[src/rtl/checker_pkg.sv]
// -----------------------------------------------------------------------------
// checker_pkg
// Shared definitions for the result checker: the run-state enum and the
// default widths used by result_checker and sat_counter.
// -----------------------------------------------------------------------------
package checker_pkg;

    // Default width of the compared data words.
    localparam int W_DEFAULT  = 8;
    // Default width of every counter and index.
    localparam int CW_DEFAULT = 16;

    // Checker run state.
    typedef enum logic [1:0] {
        IDLE = 2'd0,
        RUN  = 2'd1,
        DONE = 2'd2
    } state_e;

endpackage : checker_pkg

[src/rtl/sat_counter.sv]
// -----------------------------------------------------------------------------
// sat_counter
// Up-counter that stops at its all-ones value instead of wrapping.
//
// Ports
//   clk    in   clock, rising edge
//   rst_n  in   asynchronous active-low reset, forces q to 0
//   clr    in   synchronous clear to 0 (wins over inc)
//   inc    in   add one unless already saturated
//   q      out  current count
// -----------------------------------------------------------------------------
module sat_counter
    import checker_pkg::*;
#(
    parameter int CW = CW_DEFAULT
) (
    input  logic          clk,
    input  logic          rst_n,
    input  logic          clr,
    input  logic          inc,
    output logic [CW-1:0] q
);

    logic [CW-1:0] count_q;
    logic [CW-1:0] count_d;

    always_comb begin
        // NOTE: assign a default before any branch so always_comb never infers a latch.
        count_d = count_q;
        if (clr) begin
            count_d = '0;
        end else if (inc && (count_q != {CW{1'b1}})) begin
            count_d = count_q + 1'b1;
        end
    end

    // NOTE: sequential state uses non-blocking (<=) so all flops update together.
    always_ff @(posedge clk or negedge rst_n) begin
        if (!rst_n) begin
            count_q <= '0;
        end else begin
            count_q <= count_d;
        end
    end

    assign q = count_q;

endmodule : sat_counter

[config.mk]
export PLATFORM = sky130hd
export DESIGN_NAME = sat_counter
export DESIGN_NICKNAME = d
export VERILOG_FILES = /design/src/rtl/checker_pkg.sv /design/src/rtl/sat_counter.sv
export SDC_FILE = /design/constraint.sdc
export NUM_CORES = 1
export LEC_CHECK = 0
export BUFFER_PORTS_ARGS = -buffer_cell sky130_fd_sc_hd__buf_2
export CAP_MARGIN = 15
export CORE_MARGIN = 5
export CORE_UTILIZATION = 46
export DETAILED_ROUTE_END_ITERATION = 7
export PLACE_DENSITY = 0.69
export SLEW_MARGIN = 20
export SYNTH_ARGS = -nofsm -noshare
export SYNTH_HDL_FRONTEND = slang
export SYNTH_SLANG_ARGS = --single-unit
[constraint.sdc]
create_clock -name clk -period 2.1 [get_ports clk]
set_clock_uncertainty 0.1 [all_clocks]
set_input_delay 0.315 -clock clk [delete_from_list [all_inputs] [get_ports clk]]
set_output_delay 0.315 -clock clk [all_outputs]
set_load 0.005 [all_outputs]
==> metrics.md, run 1 <==
| Metric | Value |
|---|---|
| Most frequent cells after synthesis | 16 x dfrtp_1, 11 x a21oi_1, 7 x o31ai_1, 6 x nand2_1, 6 x nand4_1 |
| I/O pin count | 20 |
| TNS Setup | 0 ps |
| Port Buffer Count | 19 |
| Ratio of cells with drive above 1 in the final layout | 0.286 |
| Hold_sp | inc |
| Worst reg2reg startpoint | q[2] |
| DIE AREA | 3050 sq um |
| Pin count of the biggest net entering global routing | 23 |
| Antenna Cells | 0 |
| Site Rows | 16 |
| Pwr dens | 463 nW/um^2 |
| Net Sw Frac | 0.237 |
| Reg-to-reg critical path endpoint | q[13] |
| Tightest Pin Transition | 559 ps |
| Ranking of synthesized cells by area | dfrtp_1 42%, a21oi_1 5.8%, o31ai_1 5.6% |
| Most common cell in the synthesized netlist | dfrtp_1 |
| Comb pwr share | 0.072 |
| TritonCTS clock tree | yes |
| Fin crit period | 1910 ps |
| First DRT Iteration DRCs | 27 |
| Worst-path maximum fanout | 8 |
| Post-synthesis sequential area ratio | 0.425 |
| CTS Root Cell | clkbuf_4 |
| Netlist Area Pre-Place | 942 sq um |
| Max Cap Viol | 0 |
| Fillers | 201 |
| Vias in the first global route | 850 |
| Total global-route track usage | 0.149 |
| Buf/Inv on CP | 0 |
| Leak | 0.000506 uW |
| Syn Area/Cell | 9.61 sq um |
| Net Switching | 121 uW |
| Layout area overhead | 16.7% |
| Setup slack, reg-to-reg | 190 ps |
| Post-Syn Instances | 98 |
| Power Total | 510 uW |
| Post-DP HPWL | 1.56 mm |
| Arrival @ worst endpoint | 1980 ps |
| Status | complete, no violations |
| Critical Path Source Type | register |
| Hold Vio Cnt, Final | 0 |
| Clock transition at path regs | 90 ps |
| Fin crit share | 0.912 |
| First-pass GRT wire length | 3.82 mm |
| CP peak stage delay | 470 ps |
| Hold Path Sink | q[1] |
| Max FFs per register | 16 |
| Post-CTS Setup Bufs | 0 |
| Routed wire length | 2.18 mm |
| Resized Gates After CTS | 0 |
| Crit. End Element | register |
| Horiz. Die Dim | 55.3 um |
| Synth Net Count | 103 |
| Warning count from the yosys run | 0 |
| Initial Utilization | 0.480 |
| Clk pwr share | 0.313 |
| Worst endpoint required time | 2170 ps |
| Seq pwr share | 0.615 |
| Die H | 55.3 um |
| Distinct cells, synth | 28 |
| Worst vdd ir | 0.268 mV |
| Hold WC Path Type | primary input to register |
| Design area | 1100 sq um |
| Top cell type's share of synthesized area | 0.425 |
| Pint | 389 uW |
| GRT Residual Overflow | 0 |
| Nets | 126 |
| Drt pass-1 iters | 4 |
| Fmax | 522 MHz |
| CP Class | register to register |
| Core Footprint | 1960 sq um |
| Setup violators final | 0 |
| Slew HR | 0.627 |
| Vias per cell | 6.01 |
| Number of enable flip-flop cells after synthesis | 0 |
| Clock sinks | 16 |
| Synth area leader | dfrtp_1 |
| Reg area | 400 sq um |
| Clk Latency, worst-skew pair | 280 ps |
| H-tree depth | 1 |
| GPL Wtd Cong | 0.800 |
| Per-cell routed wire length | 14.9 um |
| Reg2reg path depth | 4 |
| Max Buffers Root-to-Sink | 2 |
| FF+latch count, synth | 16 |
| Total number of vias | 878 |
| Async set-reset flop share out of synthesis | 1.00 |
| Max Slew Vio Count | 0 |
| Predominant post-synthesis flop cell | dfrtp_1 |
| Cts bufs inserted | 3 |
| Routed Antenna Nets | 0 |
| RSZ-0062 raised after global routing | false |
| Hold Path Cell Cnt | 3 |
| Placed Area | 1070 sq um |
| Crit path cell chain | and4_2 -> nand4_1 -> nor4_1 -> mux2_1 |
| CP top delay family | simple AND/OR/NAND/NOR gates |
| Slowest CP cell | dfrtp_1 |
| Antenna violations before repair | 0 |
| DRC viols | 0 |
| Multi-input gate area | 504 sq um |
==> final cells by class <==
| class | instances | area share |
|---|---|---|
| inverter | 3 | 0.0102 |
| sequential | 16 | 0.364 |
| clock buffer | 3 | 0.0205 |
| timing repair buffer | 23 | 0.116 |
| multi-input combinational | 74 | 0.458 |
| tap | 27 | 0.0307 |
==> worst max path at each step <==
| stage | startpoint | end | slack (ps) | cells after the start |
|---|---|---|---|---|
| 5_1_grt | q[1] | q[12] | 70 | 5 |
| 2_1_floorplan | q[0] | q[15] | 250 | 5 |
| 3_5_place_dp | q[1] | q[15] | 160 | 5 |
| 4_1_cts | q[1] | q[15] | 140 | 5 |
| 3_3_place_gp | q[2] | q[11] | 220 | 4 |
| 6_report | q[2] | q[13] | 190 | 4 |
==> cell usage in the layout, fill, tap and decap left out, types with 2 or more instances in the layout <==
master and n:
dfrtp_1 16, nor4_1 4, buf_4 3, o21ai_1 3
nand4_1 6, nand2_1 6, and4_2 2, or3_1 2
or4_2 2, or4_1 5, inv_1 3, clkbuf_4 3
nand3_1 3, buf_2 19, nor2b_1 4, o31ai_1 7
a21oi_1 11, nor2_1 4, and3_1 2, mux2_1 4
==> through the flow <==
stage,utilization,hold WS (ps),setup slack (ps),instances
floorplan,-,-80.6,245,98
global placement,0.544,153,218,142
detailed placement,0.544,154,157,142
CTS,0.561,218,140,146
global route,0.561,220,72.1,146
finish,0.561,229,186,146
==> cell families after synthesis <==
group | synth area share
flops | 0.425
buf+inv | 0.0398
compound gates | 0.162
fa+ha+maj | 0.0133
mux | 0.0478
simple gates | 0.312
==> worst register-to-register path: cells and delay by family (launching register included) <==
| family | cells | cell delay, ps |
|---|---|---|
| flip-flops | 1 | 470 |
| multiplexers | 1 | 370 |
| AND/OR/NAND/NOR | 3 | 860 |
==> power groups by stage <==
stage / Sequential (uW) / Clock [uW] / Combinational (uW)
3_5_place_dp: 319 / 0 / 36.6
6_report: 313 / 160 / 36.6
3_3_place_gp: 319 / 0 / 35.6
5_1_grt: 314 / 177 / 42.1
2_1_floorplan: 320 / 0 / 17.4
4_1_cts: 313 / 166 / 37.8
==> what timing repair did <==
| action | in CTS | in global routing |
|---|---|---|
| endpoints found under the hold margin | 16 | 0 |
| setup endpoints to repair | 0 | 6 |
| hold buffers | 1 | 0 |
==> per-layer routing <==
metal	share of wire	global-route usage	wire length [um]
met3	0.045	0.0280	99
met5	0	0	0
met1	0.47	0.197	1030
met4	0.0073	0.0694	16
met2	0.47	0.233	1030
(Power assumes the default switching activity.)
==> inputs of run 2 (changes only) <==
- RECOVER_POWER: not set -> 100
- REMOVE_ABC_BUFFERS: not set -> 1
==> run 2 against run 1 <==
  * Critical path depth increased by 2
  * Routed wire length decreased by 4.3%
  * First-iteration DRC count decreased by 19%
  * Sequential power is essentially flat
  * Via count down 0.34%
  * Largest power group unchanged
  * Highest routed layer unchanged
  * Fmax shrank 3.8%
  * Sequential share of layout area increased by 0.50 points
  * Non-clock buffer count unchanged
  * Combinational power about the same
  * Die area did not move
  * Final cell count unchanged
  * Register-to-register slack lost 80 ps
==> metrics.md, run 2 (synthesized netlist as in run 1, its figures left out) <==
| Metric | Value |
|---|---|
| Status | complete, no violations |
| Per-cell routed wire length | 14.3 um |
| Ratio of cells with drive above 1 in the final layout | 0.235 |
| Fin crit period | 1990 ps |
| WL met3 | 142 um |
| Vias in the first global route | 854 |
| Core Footprint | 1960 sq um |
| Worst vdd ir | 0.391 mV |
| Horiz. Die Dim | 55.3 um |
| Post-DP HPWL | 1.45 mm |
| Max FFs per register | 16 |
| Initial Utilization | 0.480 |
| Total global-route track usage | 0.150 |
| DRC viols | 0 |
| Max Buffers Root-to-Sink | 2 |
| Net Switching | 120 uW |
| TNS Setup | 0 ps |
| CTS Root Cell | clkbuf_4 |
| Antenna Cells | 0 |
| Post-route met1 wirelength | 946 um |
| Routed Antenna Nets | 0 |
| H-tree depth | 1 |
| Max Slew Vio Count | 0 |
| Commonest non-fill, non-tap cells in the layout | 16 x dfrtp_1, 14 x buf_2, 11 x a21oi_1, 7 x nand4_1, 7 x o31ai_1 |
| Drt pass-1 iters | 5 |
| Setup violators final | 0 |
| Pint | 388 uW |
| Hold Vio Cnt, Final | 0 |
| Vias per cell | 5.99 |
| Slew HR | 0.403 |
| Uppermost layer routed | met4 |
| Clock transition at path regs | 90 ps |
| Nets | 126 |
| TritonCTS clock tree | yes |
| GPL Wtd Cong | 0.786 |
| Pin count of the biggest net entering global routing | 23 |
| Site Rows | 16 |
| Worst endpoint required time | 2210 ps |
| Critical Path Source Type | register |
| Clk pwr share | 0.312 |
| Net Sw Frac | 0.236 |
| Fmax | 503 MHz |
| Worst-path maximum fanout | 6 |
| I/O pin count | 20 |
| Clock sinks | 16 |
| Total number of vias | 875 |
| Metal2 WL | 981 um |
| First-pass GRT wire length | 3.78 mm |
| Inst Count DP | 141 |
| Leak | 0.000475 uW |
| Tightest Pin Transition | 896 ps |
| Fin crit share | 0.947 |
| CP Class | register to register |
| Clk Latency, worst-skew pair | 280 ps |
| Layout area overhead | 15.1% |
| Port Buffer Count | 19 |
| Routed wire length | 2.09 mm |
| Crit. End Element | register |
| RSZ-0062 raised after global routing | false |
| Antenna violations before repair | 0 |
| Cts bufs inserted | 3 |
| Arrival @ worst endpoint | 2100 ps |
| Pwr dens | 468 nW/um^2 |
| Hold WC Path Type | primary input to register |
| GRT Residual Overflow | 0 |
| Max Cap Viol | 0 |
| Die H | 55.3 um |
| First DRT Iteration DRCs | 22 |
| Comb pwr share | 0.072 |
| Seq pwr share | 0.617 |
| Commonest non-fill, non-tap cell in the layout | dfrtp_1 |
| DIE AREA | 3050 sq um |
| Post-route non-filler standard cell count | 146 |
## run 2: cell type report
cell class / count / area (sq um)
Tap cell: 27 / 33.8
Multi-Input combinational cell: 74 / 498
Timing Repair Buffer: 23 / 119
Fill cell: 202 / 877
Clock buffer: 3 / 22.5
Inverter: 3 / 11.3
Sequential cell: 16 / 400
## run 2: critical path, cell delays in order (launching register included)
cell     delay [ps]
dfrtp_1         420
ha_1            240
nand4_1         150
nor4_4           90
buf_4           160
or4_2           600
a21oi_1         160
## run 2: stage by stage
| step | util | hold WS (ps) | instance area [sq um] | total power [uW] | worst slack [ps] |
|---|---|---|---|---|---|
| 6_report | 0.553 | 221 | 1080 | 508 | 110 |
| 5_1_grt | 0.553 | 220 | 1080 | 543 | 31.7 |
| 4_1_cts | 0.557 | 215 | 1090 | 518 | 37.6 |
| 3_5_place_dp | 0.540 | 158 | 1060 | 355 | 41.2 |
| 3_3_place_gp | 0.540 | 150 | 1060 | 355 | 128 |
| 2_1_floorplan | - | -80.6 | 916 | 332 | 42.2 |
## run 2: power groups by stage
stage | logic (uW) | clock network (uW) | registers, uW
finish | 36.4 | 158 | 313
global route | 42.4 | 186 | 314
CTS | 37.6 | 167 | 313
detailed placement | 36.0 | 0 | 319
global placement | 35.5 | 0 | 319
floorplan | 11.7 | 0 | 320
## run 2: path summary, 6_finish.rpt
check | startpoint | end | slack, ps | cells after the start
worst min register to register | q[10] | q[10] | 500 | 2
worst min-delay path | inc | q[1] | 220 | 3
worst max register to register | q[1] | q[3] | 110 | 6
worst max-delay path | q[1] | q[3] | 110 | 6
max in group asynchronous | rst_n | q[0] | 790 | 2
min in group asynchronous | rst_n | q[12] | 560 | 2
## run 2: what timing repair did
item                                    CTS  global route
endpoints found under the setup margin    0             9
hold buffers                              1             0
endpoints found under the hold margin    16             0
resized for setup                         0             0
buffers inserted                          0             1
## run 2: layer usage
metal,global-route usage,up-vias
met1,0.189,420
li1,-,424
met4,0.0694,0
met3,0.0326,2
met2,0.242,29
met5,0,-
==> inputs of run 3 (changes only) <==
- CTS_BUF_LIST: not set -> sky130_fd_sc_hd__clkbuf_8 sky130_fd_sc_hd__clkbuf_16
- PLACE_DENSITY: 0.69 -> 0.68
==> run 3 against run 2 <==
  * Clock power up 41%
  * Sequential share of layout area down 0.79 points
  * Global-route usage about the same
  * Count of clock-buffer cells in the layout unchanged
  * Sequential cell count unchanged
  * Largest power group unchanged
  * Total power up 12%
  * Critical path depth unchanged
  * Final area up 2.2%
  * Critical endpoint unchanged
  * Setup slack better by 46 ps
  * Die area unchanged
  * Via count up 0.46%
  * Fmax up 2.4%
==> metrics.md, run 3 (synthesized netlist as in run 1, its figures left out) <==
| Metric | Value |
|---|---|
| Nets | 127 |
| Commonest non-fill, non-tap cell in the layout | dfrtp_1 |
| Design area | 1110 sq um |
| Status | complete, no violations |
| Total number of vias | 879 |
| Worst vdd ir | 0.227 mV |
| Max FFs per register | 16 |
| Fillers | 196 |
| CP Class | register to register |
| CP top delay family | simple AND/OR/NAND/NOR gates |
| Leak | 0.000476 uW |
| Port Buffer Count | 19 |
| Max Slew Vio Count | 0 |
| Setup slack, reg-to-reg | 160 ps |
| Slowest CP cell | or4_2 |
| Max Cap Viol | 0 |
| Antenna violations before repair | 0 |
| Crit path setup slack, layout | 157 ps |
| Worst-path maximum fanout | 7 |
| Slew HR | 0.413 |
| I/O pin count | 20 |
| Routed Antenna Nets | 0 |
| Die H | 55.3 um |
| Arrival @ worst endpoint | 2010 ps |
| GRT Residual Overflow | 0 |
| Commonest non-fill, non-tap cells in the layout | 16 x dfrtp_1, 11 x a21oi_1, 10 x buf_2, 10 x clkbuf_1, 7 x o31ai_1 |
| Worst endpoint required time | 2160 ps |
| Drt pass-1 iters | 4 |
| Antenna Cells | 0 |
| Tightest Pin Transition | 880 ps |
| RSZ-0062 raised after global routing | false |
| DIE AREA | 3050 sq um |
| Final Hold Slack | 270 ps |
| Placed Area | 1060 sq um |
| Final Util | 0.565 |
| Cts bufs inserted | 3 |
| Site Rows | 16 |
| Pwr dens | 515 nW/um^2 |
| Hold Vio Cnt, Final | 0 |
| H-tree depth | 1 |
| Routed wire length | 2.14 mm |
| Max Buffers Root-to-Sink | 2 |
| Per-cell routed wire length | 14.6 um |
| Vias per cell | 5.98 |
| First DRT Iteration DRCs | 7 |
| Pin count of the biggest net entering global routing | 23 |
| Ratio of cells with drive above 1 in the final layout | 0.208 |
| GPL Wtd Cong | 0.755 |
| Fin crit period | 1940 ps |
| Total global-route track usage | 0.149 |
| Critical Path Source Type | register |
| Fin crit share | 0.925 |
| Clk Latency, worst-skew pair | 240 ps |
| Place WS | 98.6 ps |
| Fmax | 515 MHz |
| Clock sinks | 16 |
| DRC viols | 0 |
| TNS Setup | 0 ps |
| Initial Utilization | 0.480 |
| Setup violators final | 0 |
| Crit. End Element | register |
| Hold WC Path Type | primary input to register |
| CTS Root Cell | clkbuf_8 |
| Horiz. Die Dim | 55.3 um |
| Core Footprint | 1960 sq um |
| Vias in the first global route | 844 |
| Crit path cell chain | ha_1 -> nand4_2 -> nor4_4 -> clkbuf_4 -> or4_2 -> a21oi_1 |
| Clock transition at path regs | 60 ps |
| First-pass GRT wire length | 3.76 mm |
| Post-DP HPWL | 1.52 mm |
| Layout area overhead | 17.7% |
| CP peak stage delay | 600 ps |
| Buf/Inv on CP | 1 |
| TritonCTS clock tree | yes |
==> run 3: cell count changes in the layout (fill, tap and decap cells not counted), sizes merged <==
| cell | delta |
|---|---|
| buf | -5 |
| clkbuf | +6 |
==> run 3: path summary, 6_finish.rpt <==
path	startpoint	to	cells past startpoint
max reg2reg	q[1]	q[3]	6
min	inc	q[1]	3
max in group asynchronous	rst_n	q[2]	2
max	q[1]	q[3]	6
min in group asynchronous	rst_n	q[14]	2
min reg2reg	q[10]	q[10]	2
==> run 3: metrics by stage <==
stage               power (uW)  std cells
global route               598        147
CTS                        581        145
detailed placement         355        141
global placement           355        141
finish                     571        147
floorplan                  332         93
==> run 3: layout make-up <==
class	instances	area, sq um	area share
clock buffer	3	41.3	0.0372
inverter	3	11.3	0.0102
multi-input combinational	74	504	0.455
sequential	16	400	0.361
tap	27	33.8	0.0305
timing repair buffer	24	118	0.106
==> run 3: report_power, final <==
| part | internal [uW] | switching [uW] |
|---|---|---|
| registers | 311 | 2.70 |
| clock network | 127 | 95.6 |
| logic | 9.79 | 24.9 |
==> run 3: metal layers <==
layer	global-route usage	vias to the layer above	part of all wire
li1	-	425	-
met4	0.0660	0	0.0033
met3	0.0303	2	0.038
met2	0.245	14	0.48
met1	0.188	438	0.47
met5	0	-	0
==> run 3: what timing repair did <==
item / in CTS / in global routing
endpoints found under the setup margin: 0 / 9
hold endpoints to repair: 16 / 0
resized for setup: 0 / 0
setup buffers: 0 / 2
hold buffers: 1 / 0
==> run 3: worst reg2reg max path, delay by kind of cell, from the launching register on <==
family	cells	cell delay (ps)
flops	1	410
fa+ha+maj	1	250
simple gates	3	810
compound gates	1	160
buf+inv	1	150
